[config.mk]
export PLATFORM = sky130hd
export DESIGN_NAME = coverfloat_vector_sequencer
export DESIGN_NICKNAME = d
export VERILOG_FILES = /design/src/rtl/coverfloat_vector_sequencer.sv
export SDC_FILE = /design/constraint.sdc
export NUM_CORES = 1
export LEC_CHECK = 0
export ABC_CLOCK_PERIOD_IN_PS = 2300
export CAP_MARGIN = 0
export CORE_AREA = 2 2 416 418
export CTS_CLUSTER_DIAMETER = 200
export DETAILED_ROUTE_END_ITERATION = 8
export DIE_AREA = 0 0 418 420
export PLACE_DENSITY = 0.33
export REMOVE_ABC_BUFFERS = 1
export SETUP_SLACK_MARGIN = 0.05
export SLEW_MARGIN = 20
export SYNTH_ARGS = -nofsm -noshare
export SYNTH_HDL_FRONTEND = slang
export SYNTH_SLANG_ARGS = --single-unit
[constraint.sdc]
create_clock -name clk -period 2.3 [get_ports clk]
set_input_delay 0.23 -clock clk [delete_from_list [all_inputs] [get_ports clk]]
set_output_delay 0.23 -clock clk [all_outputs]
set_load 0.02 [all_outputs]
[src/rtl/coverfloat_vector_sequencer.sv]
// Plays packed cover vectors from a read-latency-1 memory to a valid/ready consumer.
// Optional COVERFLOAT_STALL_COUNT_EN adds a saturating consumer-stall counter (stall_cycles).
module coverfloat_vector_sequencer #(
    parameter int unsigned VEC_W  = 512,
    parameter int unsigned ADDR_W = 14
) (
    input  logic              clk,
    input  logic              rst_n,
    input  logic              start,
    input  logic              abort,
    input  logic [ADDR_W-1:0] num_vectors,
    output logic              mem_rd_en,
    output logic [ADDR_W-1:0] mem_addr,
    input  logic [VEC_W-1:0]  mem_rd_data,
    output logic              vec_valid,
    input  logic              vec_ready,
    output logic [VEC_W-1:0]  vec_data,
    output logic              sample_strobe,
    output logic              busy,
    output logic              done,
    output logic [ADDR_W-1:0] vec_count
`ifdef COVERFLOAT_STALL_COUNT_EN
    ,
    output logic [31:0]       stall_cycles
`endif
);

    typedef enum logic [2:0] {
        IDLE    = 3'd0,
        FETCH   = 3'd1,
        LOAD    = 3'd2,
        PRESENT = 3'd3,
        DONE    = 3'd4
    } state_t;

    state_t            r_state;
    logic              r_mem_rd_en;
    logic [ADDR_W-1:0] r_mem_addr;
    logic              r_vec_valid;
    logic [VEC_W-1:0]  r_vec_data;
    logic              r_sample_strobe;
    logic              r_busy;
    logic              r_done;
    logic [ADDR_W-1:0] r_vec_count;
    logic [ADDR_W-1:0] r_num;

    logic              w_start_ok;
    logic [ADDR_W-1:0] w_count_inc;
    logic              w_last;

    // start+abort together in IDLE is a no-op; abort is meaningless in DONE
    assign w_start_ok  = start && ((r_state == DONE) || ((r_state == IDLE) && !abort));
    assign w_count_inc = r_vec_count + ADDR_W'(1);
    assign w_last      = (w_count_inc == r_num);

    always_ff @(posedge clk or negedge rst_n) begin
        if (!rst_n) begin
            r_state         <= IDLE;
            r_mem_rd_en     <= 1'b0;
            r_mem_addr      <= '0;
            r_vec_valid     <= 1'b0;
            r_vec_data      <= '0;
            r_sample_strobe <= 1'b0;
            r_busy          <= 1'b0;
            r_done          <= 1'b0;
            r_vec_count     <= '0;
            r_num           <= '0;
        end else begin
            r_sample_strobe <= 1'b0;
            r_mem_rd_en     <= 1'b0;
            case (r_state)
                IDLE, DONE: begin
                    if (w_start_ok) begin
                        r_num       <= num_vectors;
                        r_mem_addr  <= '0;
                        r_vec_count <= '0;
                        if (num_vectors == '0) begin
                            r_state <= DONE;
                            r_done  <= 1'b1;
                            r_busy  <= 1'b0;
                        end else begin
                            r_state     <= FETCH;
                            r_mem_rd_en <= 1'b1;
                            r_done      <= 1'b0;
                            r_busy      <= 1'b1;
                        end
                    end
                end
                FETCH: begin
                    if (abort) begin
                        r_state <= IDLE;
                        r_busy  <= 1'b0;
                    end else begin
                        r_state <= LOAD;
                    end
                end
                LOAD: begin
                    if (abort) begin
                        r_state <= IDLE;
                        r_busy  <= 1'b0;
                    end else begin
                        r_vec_data  <= mem_rd_data;
                        r_vec_valid <= 1'b1;
                        r_state     <= PRESENT;
                    end
                end
                PRESENT: begin
                    if (abort) begin
                        r_state     <= IDLE;
                        r_vec_valid <= 1'b0;
                        r_busy      <= 1'b0;
                    end else if (vec_ready) begin
                        r_vec_valid     <= 1'b0;
                        r_sample_strobe <= 1'b1;
                        r_vec_count     <= w_count_inc;
                        r_mem_addr      <= r_mem_addr + ADDR_W'(1);
                        if (w_last) begin
                            r_state <= DONE;
                            r_done  <= 1'b1;
                            r_busy  <= 1'b0;
                        end else begin
                            r_state     <= FETCH;
                            r_mem_rd_en <= 1'b1;
                        end
                    end
                end
                default: begin
                    r_state     <= IDLE;
                    r_vec_valid <= 1'b0;
                    r_busy      <= 1'b0;
                end
            endcase
        end
    end

`ifdef COVERFLOAT_STALL_COUNT_EN
    logic [31:0] r_stall_cycles;

    // Cycles the consumer held off a presented vector, saturating
    always_ff @(posedge clk or negedge rst_n) begin
        if (!rst_n) begin
            r_stall_cycles <= '0;
        end else if (w_start_ok) begin
            r_stall_cycles <= '0;
        end else if ((r_state == PRESENT) && !vec_ready && (r_stall_cycles != '1)) begin
            r_stall_cycles <= r_stall_cycles + 32'd1;
        end
    end

    assign stall_cycles = r_stall_cycles;
`endif

    assign mem_rd_en     = r_mem_rd_en;
    assign mem_addr      = r_mem_addr;
    assign vec_valid     = r_vec_valid;
    assign vec_data      = r_vec_data;
    assign sample_strobe = r_sample_strobe;
    assign busy          = r_busy;
    assign done          = r_done;
    assign vec_count     = r_vec_count;

endmodule
==> results by group, run 1 <==
Status
  – Status: complete, no violations

GRT
  – Number of global-route vias before repair: 18150
  – Gr usage total: 12.44%
  – Global route total overflow: 0
  – First-pass GRT wire length: 151600 µm
  – Largest net degree at the start of global routing: 75
  – Initial antenna violation count: 48

Clocking
  – H-tree depth: 3
  – CTS Buffer Depth: 3
  – Root buffer selected by CTS: clkbuf_16
  – TritonCTS clock tree: built
  – Clock slew at reported path FFs: 0.06 ns
  – CTS Buf Count: 80
  – Clock sinks: 562
  – Clock latency on the worst-skew pair: 0.69 ns

Logic synthesis
  – Post-synthesis sequential area ratio: 64.66%
  – Predominant post-synthesis flop cell: dfrtp_1
  – Top post-synthesis cells by area: dfrtp_1 (65%), mux2_2 (27%), buf_2 (1.1%), xor2_1 (0.72%), o21ai_0 (0.62%)
  – Synth cell types: 59
  – Cells after Synth: 1382
  – Yosys top cell area share: 64.66%
  – YS warnings: 0
  – Synth Register Bits: 562
  – Number of synthesized flops with an enable pin: 0
  – Async S/R FF share, synth: 100.0%
  – Syn Std Cell Area: 0.02175 mm²
  – Largest area contributor in the netlist: dfrtp_1
  – Mapped Avg Cell Area: 15.74 µm²

Timing
  – RSZ-0062 raised after global routing: yes
  – Tcrit/Tclk final: 93.78%
  – Final Skew: 0.02681 ns
  – Max Clock Freq: 463.6 MHz
  – Final hold vios: 0
  – Setup_tns: 0 ns
  – Worst Tran Pin Value: 0.6703 ns
  – Relative max-transition margin: 55.31%
  – Final Setup Violations: 0
  – Slew Limit Fails: 0
  – Min Tclk post-route: 2.157 ns

Flow run
  – Max-Cap Viols: 0

Critical path
  – Worst EP required: 2.87 ns
  – Crit path launch: vec_count[1]
  – Critical R2R Launch: vec_count[1]
  – CP Capture Type: flop
  – CP Launch Type: flop
  – Worst Path Max Fanout: 4
  – CP arrival: 2.73 ns
  – Crit Path Class: reg2reg

Cells and area
  – Final core utilization: 22.68%
  – Share of cells above drive strength 1: 29.20%
  – NumNets Final: 3087
  – Layout area overhead: 78.27%

Die
  – Die area: 0.1756 mm²
  – IO Count: 1076
  – Die height: 420 µm
  – Die width: 418 µm
  – FP Rows: 152
  – Core area: 0.1710 mm²
  – Starting density of the core: 12.72%

Placed design
  – DP HPWL: 92120 µm
  – GPL Wtd Cong: 0.8157
  – Port buffer count: 1075

Routing
  – WL/cell: 23.34 µm
  – Routed via count: 16510
  – Post-Route WL: 113600 µm
  – ANT nets after route: 0
  – DRC violations left: 0
  – Via-to-Cell Ratio: 3.393
  – Drt initial violations: 496
  – Pre-Repair DR Iteration Count: 4

Power and ir drop
  – Cell Pwr Density: 1408 mW/mm²
  – Peak VDD IR: 0.4738 mV
  – Cell leakage power: 0.01529 µW
  – Power Total: 54570 µW

Min path
  – Min-delay worst type: in2async
## cells in the mapped netlist (all sizes together) (2+ instances only)
cell     number
nand2b        4
or2b          2
or3           5
and3          3
clkbuf       23
buf          52
nor4b         2
and2          5
nor3b         2
ha            2
o21ai        27
a31oi         3
nor2b         4
xnor2         8
nand2        20
a211oi        4
o41ai         2
nand4        15
o2111ai       2
mux2        526
nor2         22
nor4          7
and4          2
xor2         18
a2111oi       2
dfrtp       562
nand3         7
a21oi        17
inv           6
nor3          4
a22o          4
o31ai         4
## metal layers
layer  wire length, µm  track usage [%]
met1             39060            12.48
met2             60970            22.37
met3              9938            5.438
met4              3551            5.073
met5                34                0
## per-stage QoR
stage	setup slack, ns	instance area, µm²	hold WS (ns)	cells
after floorplan	-36.37	21390	-0.06559	1307
after global placement	-0.1193	35900	0.2639	4700
after detailed placement	-0.06585	35900	0.2450	4700
after CTS	0.03805	38640	0.03316	4845
after global routing	0.0005096	38770	0.07191	4864
final	0.1430	38770	0.1397	4866
## cells by family after synthesis
family	share of synthesized area, %
simple gates	2.738
flops	64.66
fa+ha+maj	0.1150
xor+xnor	1.156
mux	27.23
buf+inv	1.778
compound gates	2.319
## path summary, 6_finish.rpt
check / endpoint / slack, ns / depth (start not counted)
max: mem_rd_en / 0.14 / 8
min: vec_data[375] / 0.14 / 2
max reg2reg: mem_rd_en / 0.14 / 8
min reg2reg: vec_data[439] / 0.50 / 1
max in group asynchronous: vec_data[292] / 1.19 / 3
min in group clk: vec_data[466] / 0.14 / 2
## layout make-up
type	count	area, µm²
fill	18060	132200
clock inverter	29	409.1
antenna	17	42.54
tap	2233	2794
sequential	562	14060
multi-input combinational	739	7352
clock buffer	115	2335
timing repair buffer	1165	11750
inverter	6	22.52
## flip-flops by register name (all words and copies together), names as in the netlist
register	count
vec_count	14
sample_strobe	1
r_num	14
vec_valid	1
mem_rd_en	1
mem_addr	14
done	1
busy	1
vec_data	512
r_state	3
## cell usage in the layout, fill, tap and decap left out, types with 5 or more instances in the layout
master | Yosys | routed
clkbuf_16 | 0 | 81
clkinv_2 | 0 | 11
clkbuf_8 | 1 | 18
nand3_1 | 6 | 6
nor4_1 | 6 | 5
o21ai_0 | 27 | 25
clkdlybuf4s50_1 | 0 | 1054
inv_6 | 0 | 5
buf_12 | 0 | 25
a21oi_1 | 17 | 16
clkbuf_1 | 22 | 16
xor2_1 | 18 | 18
dlygate4sd2_1 | 0 | 15
bufinv_16 | 0 | 8
and2_1 | 4 | 5
buf_4 | 1 | 63
diode_2 | 0 | 17
mux2_2 | 526 | 526
nor2_1 | 22 | 22
nand4_1 | 15 | 15
nand2_1 | 20 | 19
dfrtp_1 | 562 | 561
xnor2_1 | 8 | 7
inv_1 | 6 | 6
## power breakdown
group	internal, µW	switching (µW)
Clock	7960	5070
Combinational	12100	12200
Sequential	14600	2720
## critical path: stages, from the launching register on
cell,delay (ns)
dfrtp_1,0.41
ha_4,0.18
nand2_4,0.05
or3_4,0.40
a2111oi_4,0.29
nand4b_1,0.18
nor4_2,0.32
buf_4,0.18
o21ai_2,0.05
## what timing repair did
action	4_1_cts	5_1_grt
hold buffers	1	0
pin swaps	1	9
setup buffers	0	4
gates resized for setup	17	17
endpoints found under the hold margin	181	0
setup endpoints to repair	20	7
No activity file was read; power rests on OpenSTA's default activity.
==> run 2: changes to the inputs <==
--- a/config.mk
+++ b/config.mk
@@ -7,11 +7,11 @@
 export LEC_CHECK = 0
 export ABC_CLOCK_PERIOD_IN_PS = 2300
 export CAP_MARGIN = 0
-export CORE_AREA = 2 2 416 418
+export CORE_AREA = 8 8 410 412
 export CTS_CLUSTER_DIAMETER = 200
 export DETAILED_ROUTE_END_ITERATION = 8
 export DIE_AREA = 0 0 418 420
-export PLACE_DENSITY = 0.33
+export PLACE_DENSITY = 0.35
 export REMOVE_ABC_BUFFERS = 1
 export SETUP_SLACK_MARGIN = 0.05
 export SLEW_MARGIN = 20
==> run 2 against run 1 <==
Sequential share of layout area about the same. Setup slack improved by 0.034 ns. Cell area decreased by 0.10%. Largest cell class unchanged. Worst hold slack improved by 0.017 ns. Clock skew increased by 0.016 ns. Count of clock-buffer cells in the layout decreased by 1. Final cell count decreased by 0.53%. Via count increased by 1.4%.
==> results by group, run 2 (synthesized netlist as in run 1, its figures left out) <==
Critical path
  – Worst Path Max Fanout: 7
  – Crit Path Class: reg2out
  – R2R depth: 7
  – Reg-to-Reg End: mem_rd_en
  – Critical R2R Launch: vec_count[3]
  – Critical Path, Cell by Cell: buf_4 -> clkdlybuf4s50_1
  – CP Capture Type: output port
  – CP arrival: 1.89 ns
  – CP Launch Type: flop
  – Reg2reg setup slack: 0.18 ns
  – Worst EP required: 2.07 ns
  – Max stage delay on crit path: 0.64 ns
  – Crit-path slowest cell: clkdlybuf4s50_1

Cells and area
  – Most frequent cells in the layout: clkdlybuf4s50_1 (1067), dfrtp_1 (561), mux2_2 (526), clkbuf_16 (82), buf_4 (82)
  – Commonest non-fill, non-tap cell in the layout: clkdlybuf4s50_1
  – Post-route cell area: 0.03873 mm²
  – Share of cells above drive strength 1: 29.54%
  – Layout area overhead: 78.08%
  – Fin cells: 4840
  – Max reg flops: 512
  – NumNets Final: 3102

Die
  – Die width: 418 µm
  – Die area: 0.1756 mm²
  – Die height: 420 µm
  – IO Count: 1076
  – FP Rows: 148
  – Core area: 0.1617 mm²
  – Starting density of the core: 13.45%

Placed design
  – Placed Cells: 4656
  – DP HPWL: 100400 µm
  – GPL Wtd Cong: 0.8064
  – Port buffer count: 1075
  – Cell Area, Placed: 0.03586 mm²

GRT
  – Number of global-route vias before repair: 18570
  – Initial antenna violation count: 60
  – Gr usage total: 13.20%
  – Global route total overflow: 0
  – First-pass GRT wire length: 162400 µm
  – Largest net degree at the start of global routing: 74

Clocking
  – TritonCTS clock tree: built
  – Root buffer selected by CTS: clkbuf_16
  – CTS Buffer Depth: 3
  – Clock latency on the worst-skew pair: 0.68 ns
  – CTS Buf Count: 81
  – Clock slew at reported path FFs: 0.06 ns
  – Clock sinks: 562
  – H-tree depth: 3

Power and ir drop
  – Cell leakage power: 0.01525 µW
  – Cell Pwr Density: 1414 mW/mm²
  – Peak VDD IR: 0.5892 mV

Min path
  – Worst Hold End: vec_data[65]
  – Min-delay worst type: in2reg
  – Hold_sp: mem_rd_data[65]
  – Worst hold stages: 2

Timing
  – RSZ-0062 raised after global routing: no
  – Slew Limit Fails: 0
  – Min Tclk post-route: 2.123 ns
  – Setup_tns: 0 ns
  – Final Setup Violations: 0
  – Final hold vios: 0
  – Max Clock Freq: 471.1 MHz
  – Tcrit/Tclk final: 92.29%
  – Final Skew: 0.04241 ns
  – Relative max-transition margin: 42.86%
  – Worst Tran Pin Value: 0.8571 ns

Routing
  – ANT nets after route: 0
  – DRC violations left: 0
  – Pre-Repair DR Iteration Count: 4
  – WL/cell: 25.11 µm
  – Drt initial violations: 607
  – Routed via count: 16740
  – Post-Route WL: 121500 µm
  – Via-to-Cell Ratio: 3.458

Flow run
  – Max-Cap Viols: 0

Status
  – Status: complete, no violations
[run 2: cell types whose count changed in the layout (fill, tap and decap cells not counted), moves of 3 or more]
cell / delta
clkinvlp_4: +4
clkdlybuf4s50_1: +13
diode_2: +14
clkinv_2: +4
buf_12: -6
dlymetal6s2s_1: -3
bufinv_16: -4
dlygate4sd2_1: -9
buf_4: +19
inv_16: +3
[run 2: worst max path at each step]
stage / from / endpoint / slack [ns] / cells past startpoint
floorplan: r_state[0] / vec_data[0] / -36.37 / 3
global placement: vec_count[0] / busy / -0.09 / 8
detailed placement: vec_count[0] / done / -0.08 / 9
CTS: vec_data[38] / vec_data[38] / 0.05 / 1
global route: vec_count[5] / done / 0.03 / 9
finish: vec_count[4] / vec_count[4] / 0.18 / 2
[run 2: final cells by class]
type                       count  area (µm²)
fill                       16990      122900
tap                         2175        2721
inverter                       6       22.52
clock buffer                 114        2342
clock inverter                34       374.1
sequential                   562       14060
multi-input combinational    739        7341
timing repair buffer        1179       11790
antenna                       31       77.57
[run 2: through the flow]
stage / util (%) / power (µW) / hold WS [ns] / setup WS, ns
after floorplan: - / 23890 / -0.06559 / -36.37
after global placement: 22.18 / 42590 / 0.1480 / -0.08767
after detailed placement: 22.18 / 42730 / 0.1467 / -0.08386
after CTS: 23.88 / 56200 / 0.05129 / 0.05065
after global routing: 23.95 / 57810 / 0.1040 / 0.02798
final: 23.96 / 54760 / 0.1571 / 0.1774
[run 2: power breakdown]
| part | total (µW) | switching [µW] | internal [µW] |
|---|---|---|---|
| Combinational | 24500 | 12500 | 12100 |
| Sequential | 17400 | 2810 | 14600 |
| Clock | 12800 | 5180 | 7610 |
| Total | 54800 | 20400 | 34300 |
[run 2: routing by layer]
| layer | global-route usage, % | share of wire [%] |
|---|---|---|
| met1 | 13.46 | 34 |
| met2 | 23.05 | 52 |
| met3 | 5.954 | 10 |
| met4 | 6.254 | 3.1 |
| met5 | 0 | 0.024 |
[run 2: what timing repair did]
item,in CTS,in global routing
gates resized for setup,8,11
pin swaps,0,5
hold buffers,3,0
endpoints found under the setup margin,8,18
setup buffers,0,2
endpoints found under the hold margin,339,0
[run 2: worst max-delay path, delay by kind of cell (launching register included)]
family	cells	cell delay [ns]
flops	1	0.43
buf+inv	2	0.79
==> run 3: changes to the inputs <==
==> constraint.sdc (replaced) <==
create_clock -name clk -period 2.3 [get_ports clk]
set_input_delay 0.23 -clock clk [delete_from_list [all_inputs] [get_ports clk]]
set_output_delay 0.23 -clock clk [all_outputs]
set_load 0.01 [all_outputs]
==> run 3 against run 2 <==
Maximum frequency barely moved. Die area did not move. Critical path depth rose by 5. Clock skew barely moved. Wire length barely moved. Register-to-register slack barely moved. Final cell count did not move. Utilization barely moved.
==> results by group, run 3 (synthesized netlist as in run 1, its figures left out) <==
Critical path
  – CP Launch Type: flop
  – Crit path top cell by count: buf_4
  – CP top delay family: simple AND/OR/NAND/NOR gates
  – Worst EP required: 2.84 ns
  – Max stage delay on crit path: 0.41 ns
  – Worst Path Buf+Inv: 2
  – Crit Path Class: reg2reg
  – Worst Path Max Fanout: 6
  – CP arrival: 2.66 ns
  – Reg-to-Reg End: mem_rd_en
  – R2R depth: 7
  – Critical Path, Cell by Cell: buf_4 -> and4_2 -> nand4_1 -> mux2_2 -> nor4_2 -> buf_4 -> o21ai_0
  – Reg2reg setup slack: 0.18 ns
  – Critical R2R Launch: vec_count[3]
  – Crit-path slowest cell: dfrtp_1
  – CP Capture Type: flop

Routing
  – Pre-Repair DR Iteration Count: 4
  – ANT nets after route: 0
  – Routed via count: 16730
  – Drt initial violations: 605
  – WL/cell: 25.11 µm
  – Post-Route WL: 121500 µm
  – Via-to-Cell Ratio: 3.456
  – DRC violations left: 0

Die
  – Die area: 0.1756 mm²
  – Core area: 0.1617 mm²
  – Die height: 420 µm
  – FP Rows: 148
  – IO Count: 1076
  – Starting density of the core: 13.45%
  – Die width: 418 µm

Timing
  – RSZ-0062 raised after global routing: no
  – Tcrit/Tclk final: 92.26%
  – Min Tclk post-route: 2.122 ns
  – Max Clock Freq: 471.2 MHz
  – Final Skew: 0.04248 ns
  – Slew Limit Fails: 0
  – Worst Tran Pin Value: 0.8571 ns
  – Setup_tns: 0 ns
  – Relative max-transition margin: 42.86%
  – Final hold vios: 0
  – Final Setup Violations: 0
  – Final hold slack: 0.1571 ns

Cells and area
  – Commonest non-fill, non-tap cell in the layout: clkdlybuf4s50_1
  – Multi-input gate area: 0.007341 mm²
  – Most frequent cells in the layout: clkdlybuf4s50_1 (1074), dfrtp_1 (562), mux2_2 (526), clkbuf_16 (82), buf_4 (82)
  – NumNets Final: 3102
  – Fin cells: 4840
  – Max reg flops: 512
  – Share of cells above drive strength 1: 29.50%
  – Layout area overhead: 78.10%
  – Fill count: 16990
  – Seq. cell area: 0.01406 mm²

Placed design
  – Port buffer count: 1075
  – DP HPWL: 100400 µm
  – GPL Wtd Cong: 0.8064
  – Placed Cells: 4656

Power and ir drop
  – Cell leakage power: 0.01522 µW
  – NetSw: 16850 µW
  – Reg power frac: 34.0%
  – Peak VDD IR: 0.5876 mV
  – Comb power frac: 41.0%
  – Cell Pwr Density: 1321 mW/mm²
  – Clock Power Share: 25.0%
  – Net Sw Frac: 32.92%
  – Internal: 34330 µW

Min path
  – Hold_sp: mem_rd_data[65]
  – Min-delay worst type: in2reg
  – Worst hold stages: 2
  – Worst Hold End: vec_data[65]

GRT
  – First-pass GRT wire length: 162400 µm
  – Number of global-route vias before repair: 18570
  – Initial antenna violation count: 60
  – Global route total overflow: 0
  – Largest net degree at the start of global routing: 74
  – Gr usage total: 13.20%

Status
  – Status: complete, no violations

Clocking
  – Clock sinks: 562
  – CTS Buffer Depth: 3
  – Clock slew at reported path FFs: 0.06 ns
  – CTS Buf Count: 81
  – TritonCTS clock tree: built
  – Clock latency on the worst-skew pair: 0.68 ns
  – H-tree depth: 3
  – Root buffer selected by CTS: clkbuf_16

Flow run
  – Max-Cap Viols: 0
==> run 3: changes by cell type in the layout (fill, tap and decap cells not counted), sizes merged <==
cell and change:
clkdlybuf4s50 +7, dlygate4sd2 -6, dlymetal6s2s -1
==> run 3: stage by stage <==
stage	power [µW]	cell area (µm²)	setup WS [ns]	utilization, %
floorplan	21240	21390	-36.37	-
global placement	39000	35860	-0.08767	22.18
detailed placement	39130	35860	-0.08386	22.18
CTS	52620	38610	0.05568	23.88
global route	54240	38730	0.02798	23.96
finish	51180	38740	0.1779	23.96
==> run 3: per-layer routing <==
metal	up-vias	global-route usage, %	share of wire, %
met4	6	6.254	3.1
li1	7396	-	-
met5	-	0	0.024
met3	179	5.954	10
met1	8508	13.46	34
met2	639	23.05	52
==> run 3: worst max-delay path by stage <==
stage / endpoint / slack, ns / cells after the start / start
2_1_floorplan: vec_data[0] / -36.37 / 3 / r_state[0]
3_5_place_dp: done / -0.08 / 9 / vec_count[0]
5_1_grt: done / 0.03 / 9 / vec_count[5]
4_1_cts: vec_count[10] / 0.06 / 2 / vec_count[10]
6_report: mem_rd_en / 0.18 / 7 / vec_count[3]
3_3_place_gp: busy / -0.09 / 8 / vec_count[0]
==> run 3: timing repair <==
action | in CTS | in global routing
pin swaps | 0 | 5
setup endpoints to repair | 1 | 17
setup buffers | 0 | 2
hold endpoints to repair | 339 | 0
hold buffers | 3 | 0
resized for setup | 1 | 10
==> run 3: cell type report <==
class	count	share of cell area (%)
Tap cell	2175	7.025
Timing Repair Buffer	1179	30.45
Inverter	6	0.05814
Sequential cell	562	36.31
Clock inverter	34	0.9658
Clock buffer	114	6.047
Multi-Input combinational cell	739	18.95
Antenna cell	31	0.2003
==> run 3: power by group through the flow <==
stage / sequential, µW / clock (µW) / combinational [µW]
floorplan: 17000 / 0 / 4250
global placement: 17600 / 0 / 21400
detailed placement: 17600 / 0 / 21500
CTS: 17500 / 13500 / 21600
global route: 18200 / 13800 / 22300
finish: 17400 / 12800 / 21000
